<file path="config.mk">
export PLATFORM = sky130hd
export DESIGN_NAME = i2c_sram_bridge
export DESIGN_NICKNAME = d
export VERILOG_FILES = /design/src/rtl/i2c_sram_bridge.sv
export SDC_FILE = /design/constraint.sdc
export NUM_CORES = 2
export LEC_CHECK = 0
export CELL_PAD_IN_SITES_DETAIL_PLACEMENT = 1
export CELL_PAD_IN_SITES_GLOBAL_PLACEMENT = 2
export CORE_UTILIZATION = 40
export DETAILED_ROUTE_END_ITERATION = 8
export PLACE_DENSITY = 0.76
export SLEW_MARGIN = 40
export SYNTH_ARGS = -nofsm -noshare
export SYNTH_HDL_FRONTEND = slang
export SYNTH_SLANG_ARGS = --single-unit
</file>
<file path="constraint.sdc">
create_clock -name clk -period 5.1 [get_ports clk]
set_clock_uncertainty 0.2 [all_clocks]
set_input_delay 0.765 -clock clk [delete_from_list [all_inputs] [get_ports clk]]
set_output_delay 0.765 -clock clk [all_outputs]
set_load 0.01 [all_outputs]
</file>
<file path="src/rtl/i2c_sram_bridge.sv">
// i2c_sram_bridge: I2C slave fronting a small word-wide SRAM.
//   A write transaction loads the word pointer from its first data byte, then
//   packs the following bytes MSB-first into DATA_BYTES-wide words.
//   A read transaction streams mem[ptr] out MSB-first, most significant byte
//   first.
// Ports:
//   clk, reset     system clock, async active-high reset
//   scl, sda_in    raw I2C bus lines (asynchronous to clk)
//   sda_oe         open-drain pull-down for SDA (1 = drive low)
//   my_addr        7-bit device address
//   rcvd_mode      R/W bit of the last matching address byte (1 = read)
//   busy           addressed transaction in progress
//   wr_strobe      one-clk pulse per committed word write
//   ptr            current SRAM word pointer
// Build option: I2C_SRAM_AUTOINC_EN advances ptr after each complete word;
// without it ptr only changes through the pointer byte.
module i2c_sram_bridge #(
  parameter int DATA_BYTES = 2,
  parameter int MEM_ADDR_W = 8
) (
  input  logic                  clk,
  input  logic                  reset,
  input  logic                  scl,
  input  logic                  sda_in,
  output logic                  sda_oe,
  input  logic [6:0]            my_addr,
  output logic                  rcvd_mode,
  output logic                  busy,
  output logic                  wr_strobe,
  output logic [MEM_ADDR_W-1:0] ptr
);
  localparam int         WORD_W = 8 * DATA_BYTES;
  localparam int         DEPTH  = 2 ** MEM_ADDR_W;
  localparam logic [1:0] LAST   = 2'(DATA_BYTES - 1);

  typedef enum logic [3:0] {
    IDLE, DEV_ADDR, ADDR_ACK, PTR, PTR_ACK,
    WR_DATA, WR_ACK, RD_DATA, RD_ACK, IGNORE
  } state_t;

  // Bus synchronisers; reset to the idle-bus level so release never fakes an edge.
  logic [1:0] scl_sync, sda_sync;
  logic       scl_q, sda_q;
  always_ff @(posedge clk or posedge reset) begin
    if (reset) begin
      scl_sync <= 2'b11;
      sda_sync <= 2'b11;
      scl_q    <= 1'b1;
      sda_q    <= 1'b1;
    end else begin
      scl_sync <= {scl_sync[0], scl};
      sda_sync <= {sda_sync[0], sda_in};
      scl_q    <= scl_sync[1];
      sda_q    <= sda_sync[1];
    end
  end

  logic scl_s, sda_s, scl_rise, scl_fall, start_det, stop_det;
  assign scl_s     = scl_sync[1];
  assign sda_s     = sda_sync[1];
  assign scl_rise  = scl_s & ~scl_q;
  assign scl_fall  = ~scl_s & scl_q;
  // SCL must be high on both samples so an SCL edge never reads as START/STOP.
  assign start_det = scl_s & scl_q & sda_q & ~sda_s;
  assign stop_det  = scl_s & scl_q & ~sda_q & sda_s;

  state_t                state, state_n;
  logic [3:0]            cnt, cnt_n;
  logic [1:0]            bidx, bidx_n;
  logic [7:0]            sh, sh_n;
  logic [WORD_W-1:0]     wr_word, wr_word_n, rd_word, rd_word_n, word_shift;
  logic [MEM_ADDR_W-1:0] ptr_n, ptr_inc;
  logic                  sda_oe_n, busy_n, mode_n, mack, mack_n;
  logic                  fetch, fetch_n, wr_strobe_n, mem_we;

  logic [WORD_W-1:0] mem [DEPTH];

  assign word_shift = (wr_word << 8) | WORD_W'(sh);

`ifdef I2C_SRAM_AUTOINC_EN
  assign ptr_inc = ptr + MEM_ADDR_W'(1);
`else
  assign ptr_inc = ptr;
`endif

  always_ff @(posedge clk) begin
    if (mem_we) mem[ptr] <= word_shift;
  end

  always_ff @(posedge clk or posedge reset) begin
    if (reset) begin
      state     <= IDLE;
      cnt       <= '0;
      bidx      <= '0;
      sh        <= '0;
      wr_word   <= '0;
      rd_word   <= '0;
      ptr       <= '0;
      sda_oe    <= 1'b0;
      busy      <= 1'b0;
      rcvd_mode <= 1'b0;
      mack      <= 1'b0;
      fetch     <= 1'b0;
      wr_strobe <= 1'b0;
    end else begin
      state     <= state_n;
      cnt       <= cnt_n;
      bidx      <= bidx_n;
      sh        <= sh_n;
      wr_word   <= wr_word_n;
      rd_word   <= rd_word_n;
      ptr       <= ptr_n;
      sda_oe    <= sda_oe_n;
      busy      <= busy_n;
      rcvd_mode <= mode_n;
      mack      <= mack_n;
      fetch     <= fetch_n;
      wr_strobe <= wr_strobe_n;
    end
  end

  // Bits are sampled on SCL rise; sda_oe only moves on SCL fall, so whatever
  // is driven stays stable through the following high phase.
  always_comb begin
    state_n     = state;
    cnt_n       = cnt;
    bidx_n      = bidx;
    sh_n        = sh;
    wr_word_n   = wr_word;
    rd_word_n   = rd_word;
    ptr_n       = ptr;
    sda_oe_n    = sda_oe;
    busy_n      = busy;
    mode_n      = rcvd_mode;
    mack_n      = mack;
    fetch_n     = 1'b0;
    wr_strobe_n = 1'b0;
    mem_we      = 1'b0;
    // One fetch per word, a clk after ptr settles, well ahead of the first bit.
    if (fetch) rd_word_n = mem[ptr];
    if (start_det) begin
      state_n   = DEV_ADDR;
      cnt_n     = '0;
      bidx_n    = '0;
      sh_n      = '0;
      wr_word_n = '0;
      sda_oe_n  = 1'b0;
      busy_n    = 1'b0;
    end else if (stop_det) begin
      state_n  = IDLE;
      cnt_n    = '0;
      bidx_n   = '0;
      sda_oe_n = 1'b0;
      busy_n   = 1'b0;
    end else if (scl_rise) begin
      case (state)
        DEV_ADDR, PTR, WR_DATA: begin
          sh_n  = {sh[6:0], sda_s};
          cnt_n = cnt + 4'd1;
        end
        RD_DATA: cnt_n = cnt + 4'd1;
        RD_ACK: begin
          mack_n = sda_s;
          // Word finished on the master's ack bit, whether ACK or NACK.
          if (bidx == LAST) begin
            ptr_n   = ptr_inc;
            fetch_n = 1'b1;
          end
        end
        default: ;
      endcase
    end else if (scl_fall) begin
      case (state)
        DEV_ADDR: if (cnt == 4'd8) begin
          cnt_n = '0;
          if (sh[7:1] == my_addr) begin
            state_n  = ADDR_ACK;
            sda_oe_n = 1'b1;
            busy_n   = 1'b1;
            mode_n   = sh[0];
            fetch_n  = sh[0];
          end else begin
            state_n = IGNORE;
          end
        end
        ADDR_ACK: begin
          bidx_n = '0;
          cnt_n  = '0;
          if (rcvd_mode) begin
            state_n  = RD_DATA;
            sda_oe_n = ~rd_word[WORD_W-1];
          end else begin
            state_n  = PTR;
            sda_oe_n = 1'b0;
          end
        end
        PTR: if (cnt == 4'd8) begin
          cnt_n    = '0;
          ptr_n    = sh[MEM_ADDR_W-1:0];
          state_n  = PTR_ACK;
          sda_oe_n = 1'b1;
        end
        PTR_ACK: begin
          state_n  = WR_DATA;
          sda_oe_n = 1'b0;
          bidx_n   = '0;
        end
        WR_DATA: if (cnt == 4'd8) begin
          cnt_n     = '0;
          wr_word_n = word_shift;
          state_n   = WR_ACK;
          sda_oe_n  = 1'b1;
          if (bidx == LAST) begin
            mem_we      = 1'b1;
            wr_strobe_n = 1'b1;
            ptr_n       = ptr_inc;
            bidx_n      = '0;
          end else begin
            bidx_n = bidx + 2'd1;
          end
        end
        WR_ACK: begin
          state_n  = WR_DATA;
          sda_oe_n = 1'b0;
        end
        RD_DATA: begin
          // Shift on every fall so the next byte's MSB ends up on top.
          rd_word_n = rd_word << 1;
          if (cnt == 4'd8) begin
            cnt_n    = '0;
            state_n  = RD_ACK;
            sda_oe_n = 1'b0;
          end else begin
            sda_oe_n = ~rd_word[WORD_W-2];
          end
        end
        RD_ACK: begin
          if (mack) begin
            state_n  = IGNORE;
            sda_oe_n = 1'b0;
          end else begin
            state_n  = RD_DATA;
            sda_oe_n = ~rd_word[WORD_W-1];
            bidx_n   = (bidx == LAST) ? 2'd0 : bidx + 2'd1;
          end
        end
        default: ;
      endcase
    end
  end
endmodule
</file>
== After elaboration in Yosys (flattened, before gate mapping) ==
Memories as Yosys holds them, arrays and structs flattened.
Index checks and enable logic that the tools add are counted.

* Add/sub/neg operators: 2
* $mul: 0
* Div/mod/pow operators: 0
* Order comparisons: 0
* Equality and inequality tests: 24
* Shifts and indexed selects: 0
* Mux-type cells: 76
* Bitwise gates (word level): 17
* Reduce and logical (&&, ||, !) cells: 28

{| class="wikitable"
|+ Operators by type and width
! cell !! count
|-
| $mux 16 || 6
|-
| $mux 8 || 10
|-
| $mux 4 || 16
|-
| $mux 1 || 32
|-
| $pmux 4 s7 || 1
|-
| $ne 4x4->1 const B || 6
|-
| $eq 4x3->1 const B || 4
|-
| $or 16x8->16 || 1
|-
| $reduce_and 5->1 || 3
|-
| $mux 2 || 7
|-
| $reduce_and 7->1 || 2
|-
| $reduce_and 6->1 || 2
|-
| $reduce_bool 3->1 || 4
|-
| $reduce_bool 2->1 || 5
|-
| $not 1->1 || 9
|-
| $reduce_bool 9->1 || 1
|-
| $eq 4x2->1 const B || 2
|-
| $eq 4x4->1 const B || 2
|-
| $pmux 4 s2 || 1
|-
| $reduce_and 4->1 || 2
|-
| $reduce_bool 8->1 || 1
|-
| $and 1x1->1 || 7
|-
| $eq 7x7->1 || 1
|-
| $pmux 1 s6 || 1
|-
| other kinds (19) || 21
|}

* Register bits after elaboration: 62
* Bits in latches: 0
* Memory bits (writable): 4096
* ROM bits: 0
* Bits of input ports: 11
* Output and inout port bits: 12
* Logic and storage cells: 165
* Memories kept: 1

{| class="wikitable"
|+ Memories
! name !! depth !! width !! read ports !! clocked after memory_dff !! wr ports !! line !! text
|-
| mem || 256 || 16 || 1 || 0 || 1 || 76 || <nowiki>logic [WORD_W-1:0] mem [DEPTH];</nowiki>
|}

== Logic depth before layout (Yosys ltp) ==
* Depth in word-level cells: 10
* Mapped depth: 13
* Mapped depth without buffers: 9

== Worst setup path after synthesis ==
Ideal clock, no wire load.

* Kind: register to register
* Start: register sh[4]
* End: register state[0]
* Library setup time: 0.125 ns
* Arrival time: 4.565 ns
* Required time: 4.775 ns
* Slack: 0.210 ns
* Cell stages (with the launch flop): 8
* Path buffers: 0
* Clock period less this slack: 4.890 ns
* Cells stage by stage: dfrtp_1 xor2_1 nor4_1 and2_1 o22ai_1 o21ai_0 nand2_1 mux2_2

* Cells in the longest elaborated chain, start to end: 8

{| class="wikitable"
|+ RTL lines
! what !! line !! text
|-
| start, declared || 70 || <nowiki>logic [7:0] sh, sh_n;</nowiki>
|-
| start signal, assigned || 109 || <nowiki>sh <= sh_n;</nowiki>
|-
| $eq 7x7->1 || 176 || <nowiki>if (sh[7:1] == my_addr) begin</nowiki>
|-
| $mux 4 || 176 ||
|-
| $mux 4 || 174 || <nowiki>DEV_ADDR: if (cnt == 4'd8) begin</nowiki>
|-
| $pmux 4 s7 || 173 || <nowiki>case (state)</nowiki>
|-
| $mux 4 || 172 || <nowiki>end else if (scl_fall) begin</nowiki>
|-
| $mux 4 || 155 || <nowiki>end else if (scl_rise) begin</nowiki>
|-
| $mux 4 || 149 || <nowiki>end else if (stop_det) begin</nowiki>
|-
| $mux 4 || 141 || <nowiki>if (start_det) begin</nowiki>
|-
| end signal, assigned || 106 || <nowiki>state <= state_n;</nowiki>
|-
| end, declared || 67 || <nowiki>state_t state, state_n;</nowiki>
|}

No other way between the ends. The select of a mux whose other input is x is not followed.
A chain may end at the register's enable or synchronous reset.

== Worst setup path in the final report ==
* Start: register ptr[0]
* End: register rd_word[7]

* Cells in the longest elaborated chain, start to end: 7

{| class="wikitable"
|+ RTL lines
! what !! line !! text
|-
| start, declared || 30 || <nowiki>output logic [MEM_ADDR_W-1:0] ptr</nowiki>
|-
| start signal, assigned || 112 || <nowiki>ptr <= ptr_n;</nowiki>
|-
| $mem_v2 256x16 (*) || n/a ||
|-
| $mux 16 (*) || 140 || <nowiki>if (fetch) rd_word_n = mem[ptr];</nowiki>
|-
| $mux 16 || 173 ||
|-
| $mux 16 || 172 ||
|-
| $mux 16 || 155 ||
|-
| $mux 16 || 149 ||
|-
| $mux 16 (*) || 141 ||
|-
| named net rd_word_n[7] || 71 || <nowiki>logic [WORD_W-1:0] wr_word, wr_word_n, rd_word, rd_word_n, word_shift;</nowiki>
|-
| end signal, assigned || 111 || <nowiki>rd_word <= rd_word_n;</nowiki>
|-
| end, declared || 71 ||
|}

The timed path passes the listed nets; every way through them passes the cells marked *.

==> summary.txt <==
Status
  • Status: completed

STA
  • Fin crit period: 4.96 ns
  • Setup WS post-layout: 0.140 ns
  • Max-slew violation count: 0
  • Slew @ Worst Pin: 1.05 ns
  • Fin. Hold Viols: 0
  • RSZ-0062 raised after global routing: false
  • Worst slew margin: 0.293
  • Setup-failing EPs final: 0
  • Period utilisation layout: 0.973
  • F_max: 202 MHz
  • Setup TNS: 0 ns

Die
  • Placeable Area: 399000 um^2
  • # IOs: 23
  • Rows: 232
  • Initial Utilization: 0.402
  • Die W: 636 um
  • Die H: 636 um
  • Die area: 404000 um^2

Global routing
  • Vias in the first global route: 85257
  • Global route overflow: 0
  • Wire length of the first global-routing pass: 660000 um
  • Pin count of the biggest net entering global routing: 169
  • All-Layer GR Usage: 0.228
  • Initial antenna violation count: 25

Logic synthesis
  • Most frequent cells after synthesis: edfxtp_1 (4096), mux4_2 (786), mux2i_1 (510)
  • Ys async rst share: 0.0149
  • Register bit total from synthesis: 4158
  • Most common cell in the synthesized netlist: edfxtp_1
  • Most used DFF post-synth: edfxtp_1
  • Seq/Total Area, Yosys: 0.775
  • Yosys warnings: 0
  • Cell area after synthesis: 161000 um^2
  • Synth Instances: 7750
  • Mean Syn Cell Area: 20.7 um^2
  • Area contributors post-synth: edfxtp_1 (77%), mux4_2 (11%), mux2i_1 (3.2%), a22oi_1 (1.6%), dfrtp_1 (0.87%)
  • Syn_nets: 7766
  • Largest area contributor in the netlist: edfxtp_1
  • EDFF count, synth: 4096
  • Post-synth cell types: 70
  • Top cell type's share of synthesized area: 0.766

Place
  • Hpwl dp: 291000 um
  • Final GP Congestion: 0.928
  • Pre-CTS WS: 0.271 ns
  • Number of port buffers: 22

Critical path
  • CP top delay family: simple AND/OR/NAND/NOR gates
  • Crit path to: rd_word[7]
  • WP depth: 9
  • R2r worst-path depth: 9
  • R2R setup slack: 0.14 ns
  • CP endpoint kind: flip-flop
  • CP most frequent cell: buf_12
  • Worst path cell trace: buf_12 -> buf_12 -> mux4_2 -> nand2b_1 -> o211ai_1 -> o2111ai_1 -> nor3_1 -> o21ai_0 -> or3_1
  • Crit-path max cell delay: 0.83 ns
  • Worst setup SP type: flip-flop
  • WS Path Type: reg2reg
  • Crit path buffers/inverters: 2
  • CP max stage cell: nor3_1
  • Reg-to-reg endpoint: rd_word[7]
  • Critical path required time: 5.77 ns
  • CP max FO: 58
  • Crit path from: ptr[0]
  • RR Startpoint: ptr[0]
  • CP arrival: 5.63 ns

Power and ir drop
  • Tot Pwr: 0.0772 W
  • P_leak: 56.8 nW
  • Pwr/cell area: 418 nW/um^2
  • VDD IR-drop max: 0.320 mV

Clock tree
  • CTS clock-pin slew for the worst setup and hold paths: 0.06 ns
  • CTS tree: done
  • Post-CTS Setup Bufs: 0
  • Clock sinks: 4158
  • CTS buffer count: 415
  • Clock Latency Late Sink: 1.01 ns
  • CTS root buffer: clkbuf_16
  • # H-tree levels: 5
  • CTS max path bufs: 4

Cells and area
  • Ratio of cells with drive above 1 in the final layout: 0.249
  • Fin nets: 8355
  • Area delta synth->final: 15.0%
  • Post-Route Utilization: 0.463

Routing
  • Post-DRT Antenna Nets: 0
  • WL/cell: 33.7 um
  • Vias per Instance: 5.99
  • Total number of vias: 83612
  • DR iter-0 viols: 10498
  • DRC viols: 0
  • Total length of routed wires: 471000 um
  • Drt first pass iters: 5

Worst hold path
  • Worst min-delay path class: in2reg

Flow run
  • Max-cap viol count: 0
[sequential cells by signal, indices dropped and copies added (netlist names), 2 cells and up]
signal and cells:
state 4, mem 4096, sh 8, rd_word 16
sda_sync 2, cnt 4, wr_word 8, bidx 2
scl_sync 2, ptr 8
[area by class of cell]
cell class,count,area [um^2]
fill,36581,215000
sequential,4158,125000
multi-input combinational,3104,34100
clock buffer,502,10900
tap,5265,6590
timing repair buffer,634,5980
clock inverter,263,2430
inverter,26,104
antenna,7,17.5
[cell families after synthesis]
| group | Yosys count | synth area share |
|---|---|---|
| flip-flops | 4158 | 0.775 |
| multiplexers | 1355 | 0.146 |
| AND/OR/NAND/NOR | 955 | 0.0280 |
| AO/OA/AOI/OAI | 780 | 0.0347 |
| buffers and inverters | 488 | 0.0149 |
| XOR/XNOR | 9 | 0.000491 |
| adder cells (fa/ha/maj) | 5 | 0.000389 |
[layer usage]
metal  part of all wire  global-route usage  wire length, um  vias to the layer above
li1                   -                   -                -                    33485
met1               0.40               0.315           187000                    44921
met2               0.47               0.361           221000                     4389
met3              0.095              0.0470            44600                      805
met4              0.039              0.0787            18200                       12
met5            0.00018                   0               85                        -
[report_power, final]
group          total, W  internal, W  switching, W
logic           0.00509     0.000720       0.00437
registers        0.0419       0.0412      0.000695
clock network    0.0302       0.0170        0.0132
[per-stage QoR]
step	area, um^2	cells	hold slack (ns)
after floorplan	161000	7750	0.145
after global placement	171000	13161	0.151
after detailed placement	171000	13176	0.151
after CTS	184000	13943	0.0211
after global routing	185000	13953	0.0329
final	185000	13959	0.0416
[cell usage in the layout (no fill, tap or decap), types with 25 or more instances in the layout]
cell       netlist  final
edfxtp_1      4096   4096
mux4_2         786    786
buf_4           41    516
mux2i_1        510    508
clkbuf_16        0    421
nor2_1         361    352
a22oi_1        332    332
nand2_1        166    163
nand3_1        161    147
a21oi_1        128    128
clkinv_1         1    100
clkinv_2         0     93
buf_12           0     76
clkbuf_1       191     72
o21ai_0         70     63
mux2_2          59     59
and3_1          43     43
a221oi_1        41     41
nand4_1         38     38
bufinv_16        0     34
nand2b_1        34     33
dfrtp_1         56     33
o211ai_1        32     32
o22a_1          28     28
nor2b_1         32     25
[worst min path at each step]
stage / endpoint / slack (ns) / startpoint / depth (start not counted)
after floorplan: scl_sync[1] / 0.15 / scl_sync[0] / 0
after global placement: sda_sync[1] / 0.15 / sda_sync[0] / 0
after detailed placement: sda_sync[1] / 0.15 / sda_sync[0] / 0
after CTS: sda_sync[0] / 0.02 / sda_in / 1
after global routing: sda_sync[0] / 0.03 / sda_in / 1
final: sda_sync[0] / 0.04 / sda_in / 1
[what timing repair did]
item / 4_1_cts / 5_1_grt
hold buffers: 2 / 0
setup endpoints to repair: 0 / 1
resized for setup: 0 / 1
endpoints found under the hold margin: 32 / 0
[worst reg2reg max path, stage by stage (launching register included)]
cell and delay, ns:
dfrtp_4 0.79, buf_12 0.31, buf_12 0.50, mux4_2 0.61, nand2b_1 0.18, o211ai_1 0.29
o2111ai_1 0.57, nor3_1 0.83, o21ai_0 0.20, or3_1 0.38
No activity file was read; power rests on OpenSTA's default activity.
